$ cat src/rtl/param_shifter.sv
// rtl/param_shifter.sv - WIDTH-bit load/shift register with multi-cycle shift engine
module param_shifter #(
    parameter int WIDTH = 8,
    parameter int CNT_W = 4
) (
    input  logic             clock,
    input  logic             reset,
    input  logic             load_n,
    input  logic [WIDTH-1:0] load_val,
    input  logic             start,
    input  logic [CNT_W-1:0] amount,
    input  logic             dir,
    input  logic [1:0]       mode,
    input  logic             serial_in,
    output logic [WIDTH-1:0] q,
    output logic             busy,
    output logic             done,
    output logic             shift_out
);

    typedef enum logic {
        S_IDLE  = 1'b0,
        S_SHIFT = 1'b1
    } state_t;

    localparam logic [1:0] M_LOGICAL = 2'b00;
    localparam logic [1:0] M_ARITH   = 2'b01;
    localparam logic [1:0] M_ROTATE  = 2'b10;

    state_t           state_q, state_d;
    logic [WIDTH-1:0] reg_q, reg_d;
    logic [CNT_W-1:0] cnt_q, cnt_d;
    logic             dir_q, dir_d;
    logic [1:0]       mode_q, mode_d;
    logic             busy_q, busy_d;
    logic             done_q, done_d;
    logic             so_q, so_d;
    logic             fill_right, fill_left;

    // Bit entering the register on a single-bit shift, one per direction
    always_comb begin
        fill_right = serial_in;
        fill_left  = serial_in;
        case (mode_q)
            M_LOGICAL: begin
                fill_right = 1'b0;
                fill_left  = 1'b0;
            end
            M_ARITH: begin
                fill_right = reg_q[WIDTH-1];
                fill_left  = 1'b0;
            end
            M_ROTATE: begin
                fill_right = reg_q[0];
                fill_left  = reg_q[WIDTH-1];
            end
            default: begin
                fill_right = serial_in;
                fill_left  = serial_in;
            end
        endcase
    end

    // Next-state: load beats start/shift; a shift request with zero count only pulses done
    always_comb begin
        state_d = state_q;
        reg_d   = reg_q;
        cnt_d   = cnt_q;
        dir_d   = dir_q;
        mode_d  = mode_q;
        busy_d  = busy_q;
        done_d  = 1'b0;
        so_d    = so_q;
        if (!load_n) begin
            reg_d   = load_val;
            state_d = S_IDLE;
            busy_d  = 1'b0;
            cnt_d   = '0;
        end else begin
            case (state_q)
                S_IDLE: begin
                    if (start) begin
                        if (amount != '0) begin
                            dir_d   = dir;
                            mode_d  = mode;
                            cnt_d   = amount;
                            busy_d  = 1'b1;
                            state_d = S_SHIFT;
                        end else begin
                            done_d = 1'b1;
                        end
                    end
                end
                default: begin
                    if (dir_q) begin
                        reg_d = {reg_q[WIDTH-2:0], fill_left};
                        so_d  = reg_q[WIDTH-1];
                    end else begin
                        reg_d = {fill_right, reg_q[WIDTH-1:1]};
                        so_d  = reg_q[0];
                    end
                    cnt_d = cnt_q - {{(CNT_W-1){1'b0}}, 1'b1};
                    if (cnt_q == {{(CNT_W-1){1'b0}}, 1'b1}) begin
                        busy_d  = 1'b0;
                        done_d  = 1'b1;
                        state_d = S_IDLE;
                    end
                end
            endcase
        end
    end

    // State and registered outputs; synchronous active-low reset overrides everything
    always_ff @(posedge clock) begin
        if (!reset) begin
            state_q <= S_IDLE;
            reg_q   <= '0;
            cnt_q   <= '0;
            dir_q   <= 1'b0;
            mode_q  <= 2'b00;
            busy_q  <= 1'b0;
            done_q  <= 1'b0;
            so_q    <= 1'b0;
        end else begin
            state_q <= state_d;
            reg_q   <= reg_d;
            cnt_q   <= cnt_d;
            dir_q   <= dir_d;
            mode_q  <= mode_d;
            busy_q  <= busy_d;
            done_q  <= done_d;
            so_q    <= so_d;
        end
    end

    assign q         = reg_q;
    assign busy      = busy_q;
    assign done      = done_q;
    assign shift_out = so_q;

endmodule

$ cat config.mk
export PLATFORM = sky130hd
export DESIGN_NAME = param_shifter
export DESIGN_NICKNAME = d
export VERILOG_FILES = /design/src/rtl/param_shifter.sv
export SDC_FILE = /design/constraint.sdc
export NUM_CORES = 1
export LEC_CHECK = 0
export ABC_AREA = 1
export BUFFER_PORTS_ARGS = -buffer_cell sky130_fd_sc_hd__buf_2
export CAP_MARGIN = 10
export CORE_ASPECT_RATIO = 1.5
export CORE_MARGIN = 5
export CORE_UTILIZATION = 35
export CTS_BUF_LIST = sky130_fd_sc_hd__clkbuf_16
export DETAILED_ROUTE_END_ITERATION = 7
export HOLD_SLACK_MARGIN = 0.12
export SLEW_MARGIN = 20
export SYNTH_ARGS = -nofsm -noshare
export SYNTH_HDL_FRONTEND = slang
export SYNTH_SLANG_ARGS = --single-unit
$ cat constraint.sdc
create_clock -name clock -period 1.65 [get_ports clock]
set_input_delay 0.33 -clock clock [delete_from_list [all_inputs] [get_ports clock]]
set_output_delay 0.33 -clock clock [all_outputs]
set_load 0.05 [all_outputs]
**Word level (Yosys, flattened, before mapping)**

Index checks and enable logic that the tools add are counted.

- Add/subtract/negate cells: 1
- Eq/ne operators: 6
- Muxes and demuxes: 21
- Bitwise gates (word level): 1
- Reduce and logical (&&, ||, !) cells: 11

Operators with widths:

| operator | count |
|---|---|
| 8-bit 2-to-1 mux | 3 |
| 1-bit 2-to-1 mux | 13 |
| 4-bit 2-to-1 mux | 3 |
| 2-bit AND reduction | 4 |
| 4-bit by 1-bit equality test with 1-bit output (second input constant) | 1 |
| 2-bit by 1-bit inequality test with 1-bit output (second input constant) | 2 |
| 4-bit AND reduction | 1 |
| 2-bit nonzero test | 2 |
| 4-bit nonzero test | 1 |
| 4-bit by 1-bit subtractor with 4-bit output (second input constant) | 1 |
| 3-bit inequality test (second input constant) | 1 |
| 1-bit one-hot mux with 3 select lines | 1 |
| 3-bit AND reduction | 1 |
| 2-bit by 1-bit equality test with 1-bit output (second input constant) | 1 |
| 2-bit equality test (second input constant) | 1 |
| 2-bit logical NOT | 1 |
| 1-bit one-hot mux with 2 select lines | 1 |
| 2-bit OR reduction | 1 |
| 1-bit inverter | 1 |

- Bits in registers: 19
- Input bits: 20
- Output and inout bits: 11
- Word-level logic and storage cells: 49

**Longest topological paths before layout**

- Depth in word-level cells: 6
- Gate-level depth with buffers: 7
- Depth with buffers taken out: 7

**Worst setup path before layout**

OpenSTA, ideal clock, no wires.

- Path type: register to register
- From: register cnt_q[0]
- To: register cnt_q[2]
- Setup time: 0.119 ns
- Arrival: 1.058 ns
- Required time: 1.531 ns
- Setup slack: 0.473 ns
- Stages on the path, launching flop included: 8
- Buffers on the path: 0
- Clock period less this slack: 1.177 ns
- Path through: dfxtp_1 -> inv_1 -> ha_1 -> or2_2 -> nand3_1 -> nand2_1 -> nand2_1 -> a21oi_1

- Cells in the longest elaborated chain, start to end: 2

Ends and longest elaborated chain:

| item | line | source |
|---|---|---|
| start, declared | 32 | `logic [CNT_W-1:0] cnt_q, cnt_d;` |
| start signal, assigned | 127 | `cnt_q <= cnt_d;` |
| 4-bit by 1-bit subtractor with 4-bit output | 102 | `cnt_d = cnt_q - {{(CNT_W-1){1'b0}}, 1'b1};` |
| 4-bit 2-to-1 mux | 80 | `case (state_q)` |

No other way between the ends.
A chain may end at the register's enable or synchronous reset.

**Worst setup path after layout**

- From: register state_q
- To: register reg_q[2] (netlist: q[2])

- Cells in the longest elaborated chain, start to end: 1

Ends and longest elaborated chain:

| item | line | source |
|---|---|---|
| start, declared | 30 | `state_t state_q, state_d;` |
| start signal, assigned | 125 | `state_q <= state_d;` |
| 2-bit by 1-bit inequality test with 1-bit output (no line) | n/a |  |
| end signal, assigned | 126 | `reg_q <= reg_d;` |
| end, declared | 31 | `logic [WIDTH-1:0] reg_q, reg_d;` |

No other way between the ends.

==> summary.md <==
| Metric | Value |
|---|---|
| Layout area overhead | 27.3% |
| CTS tree | done |
| WS Path Type | flip-flop to flip-flop |
| Warnings, synthesis | 0 |
| Worst VDD drop | roughly 0.00062 V |
| Lkg Pwr | 0.619 nW |
| Die W | roughly 54 µm |
| PostCTS Resize Cnt | 0 |
| CTS H-tree lvls | 1 |
| Cell internal pwr | 881 µW |
| Setup WS pre-CTS | ~350 ps |
| Crit path from | state_q$_SDFF_PN0_ |
| Crit Path Max Fanout | 7 |
| Max_cap viols | 0 |
| Gr usage total | 0.146 |
| Period minus WS final | between 1000 and 1500 ps |
| Final Core Density | 0.473 |
| Cell Area, Synth | between 1000 and 1500 µm² |
| Sw Ratio | 0.284 |
| Clock Path Buffers | 2 |
| Register area | approximately 380 µm² |
| IO Port Bufs | 30 |
| PwrDens | slightly below 1000 nW/µm² |
| Root buffer cell | clkbuf_16 |
| Switching pwr | roughly 350 µW |
| Top cell family by delay on the critical path | flip-flops |
| Setup slack after layout | around 380 ps |
| Slowest stage delay, CP | approximately 510 ps |
| Cell area after layout | 1280 µm² |
| Setup TNS | 0 ps |
| Pin count of the biggest net entering global routing | 12 |
| Die height | between 70 and 80 µm |
| Comb power frac | 0.182 |
| Hold Violations, Final | 0 |
| Critical path buffer and inverter count | 0 |
| Clk slew on worst S/H paths | ~60 ps |
| Antenna-violating nets left | 0 |
| WL per Instance | 11.8 µm |
| Clock share of power | 0.404 |
| Router iterations before antenna repair | 4 |
| Final Setup Violations | 0 |
| Critical Path Start Type | flip-flop |
| Syn nets | 176 |
| Clock skew | approximately 3.7 ps |
| Die area | ~4100 µm² |
| Via-to-Cell Ratio | around 5 |
| Clk sink count | 19 |
| Reg power frac | 0.415 |
| WP depth | 4 |
| Crit path cell chain | nand2_1 > a21oi_1 > o21ai_0 > a31oi_1 |
| Global-route wire length before repair | ~4.4 mm |
| Final Wtd Congestion | between 0.7 and 0.8 |
| # fillers | approximately 310 |
| Dpl cells | between 200 and 250 |
| Cells after Synth | 154 |
| Antenna violations before repair | 0 |
| Latest clock arrival within the worst-skew pair | 250 ps |
| Number of global-route vias before repair | ~1100 |
| Achievable frequency | roughly 790 MHz |
| Finished Layout Cells | ~220 |
| Synthesis-stage register bit count | 19 |
| Hold_sp | mode[1] |
| Initial core utilization | 0.371 |
| Hold Buf Count CTS | 0 |
| Worst Max-Slew Pin Slew | roughly 330 ps |
| Post-route DRC | 0 |
| Setup Fix Bufs, Post-CTS | 0 |
| RSZ-0062 raised after global routing | no |
| Worst hold slack | between 300 and 400 ps |
| Hold crit path type | primary input to flip-flop |
| Iter 0 DRT Violations | 36 |
| CP max stage cell | dfxtp_1 |
| Critical path endpoint category | flip-flop |
| Post-synthesis average cell area | 6.52 µm² |
| Sequential cell area fraction in the yosys report | 0.379 |
| CTS Buf Count | 3 |
| Core footprint | between 2000 and 3000 µm² |
| Total power | approximately 1.2 mW |
| Hold Path Cell Cnt | 3 |
| # nets final | 210 |
| IO Pins | 31 |
| Final Max Tran Viols | 0 |
| Crit path arrival time | 1440 ps |
| Worst EP required | ~1800 ps |
| Vias | between 1000 and 1500 |
| # rows | 23 |
| DP Area | between 1000 and 1500 µm² |
| Ant. Diodes | 0 |
| Worst R2R Path Depth | 4 |
| Critical R2R Launch | state_q$_SDFF_PN0_ |
| Status | finished clean |
| Layout cells sized above 1 | 0.209 |
| Worst slew margin | 0.780 |
| Netlist cell types | 18 |
| Multi-input logic area | approximately 540 µm² |
| GR Overflow Total | 0 |
| WL final | between 2 and 3 mm |
| Post-route clock period utilization | 0.771 |
| DP HPWL | between 2 and 2.5 mm |
-- synth_stat cells --
cell / count / area share
a21oi_1: 12 / 0.060
a31oi_1: 7 / 0.044
buf_2: 2 / 0.010
clkinv_1: 1 / 0.0037
dfxtp_1: 19 / 0.38
ha_1: 2 / 0.025
inv_1: 19 / 0.071
inv_2: 1 / 0.0037
nand2_1: 43 / 0.16
nand3_1: 10 / 0.050
nand3_4: 1 / 0.017
nand4_1: 6 / 0.037
nor2_1: 20 / 0.075
nor2_4: 1 / 0.011
o211ai_1: 1 / 0.0075
o21ai_0: 7 / 0.035
o21ai_1: 1 / 0.0050
or2_2: 1 / 0.0062
-- power by group through the flow --
stage	registers, mW	clock network (mW)	logic, mW
3_3_place_gp	0.520	0	0.222
6_report	0.510	0.496	0.223
3_5_place_dp	0.519	0	0.223
4_1_cts	0.510	0.508	0.224
5_1_grt	0.515	0.524	0.247
2_1_floorplan	0.566	0	0.103
-- sequential cells by signal, indices dropped and copies added (netlist names) --
name,flops
done,1
mode_q,2
dir_q,1
cnt_q,4
shift_out,1
state_q,1
q,8
busy,1
-- layer usage --
| layer | wire length [µm] | track usage |
|---|---|---|
| met5 | 0 | 0 |
| met4 | 25 | 0.0597 |
| met3 | 101 | 0.0235 |
| met2 | 1380 | 0.260 |
| met1 | 1140 | 0.169 |
-- worst paths after layout --
check	endpoint	slack, ps
setup reg to reg	q[2]$_SDFFE_PN0P_	380
setup / recovery	q[2]$_SDFFE_PN0P_	380
hold reg to reg	busy$_SDFFE_PN0P_	450
hold / removal	mode_q[1]$_SDFFE_PN0P_	310
-- tightest hold or removal path, stage by stage --
cell and delay [ps]:
buf_2 70, nor2_1 30, nor2_1 80
-- placed cells by master, fill, tap and decap left out --
cell / instances
nor2_4: 1
o21ai_1: 1
nand4_1: 6
inv_1: 19
o21ai_0: 7
clkinv_2: 1
nand3_4: 1
ha_1: 2
a31oi_1: 7
nor2_1: 20
a21oi_1: 12
dfxtp_1: 19
clkbuf_16: 3
inv_2: 1
buf_2: 30
buf_4: 1
nand2_1: 43
clkinv_1: 1
nand3_1: 10
or2_2: 1
o211ai_1: 1
-- area by class of cell --
cell class	count	area share
sequential	19	0.297
multi-input combinational	112	0.419
inverter	21	0.0616
clock buffer	3	0.0587
timing repair buffer	31	0.123
tap	37	0.0362
clock inverter	1	0.00391
-- cell families (layout without fill, tap and decap cells) --
kind of cell / count (synthesis) / in the layout / synth area share
buf+inv: 23 / 56 / 0.0884
compound gates: 28 / 28 / 0.151
fa+ha+maj: 2 / 2 / 0.0249
simple gates: 82 / 82 / 0.357
flops: 19 / 19 / 0.379
(Power assumes the default switching activity.)
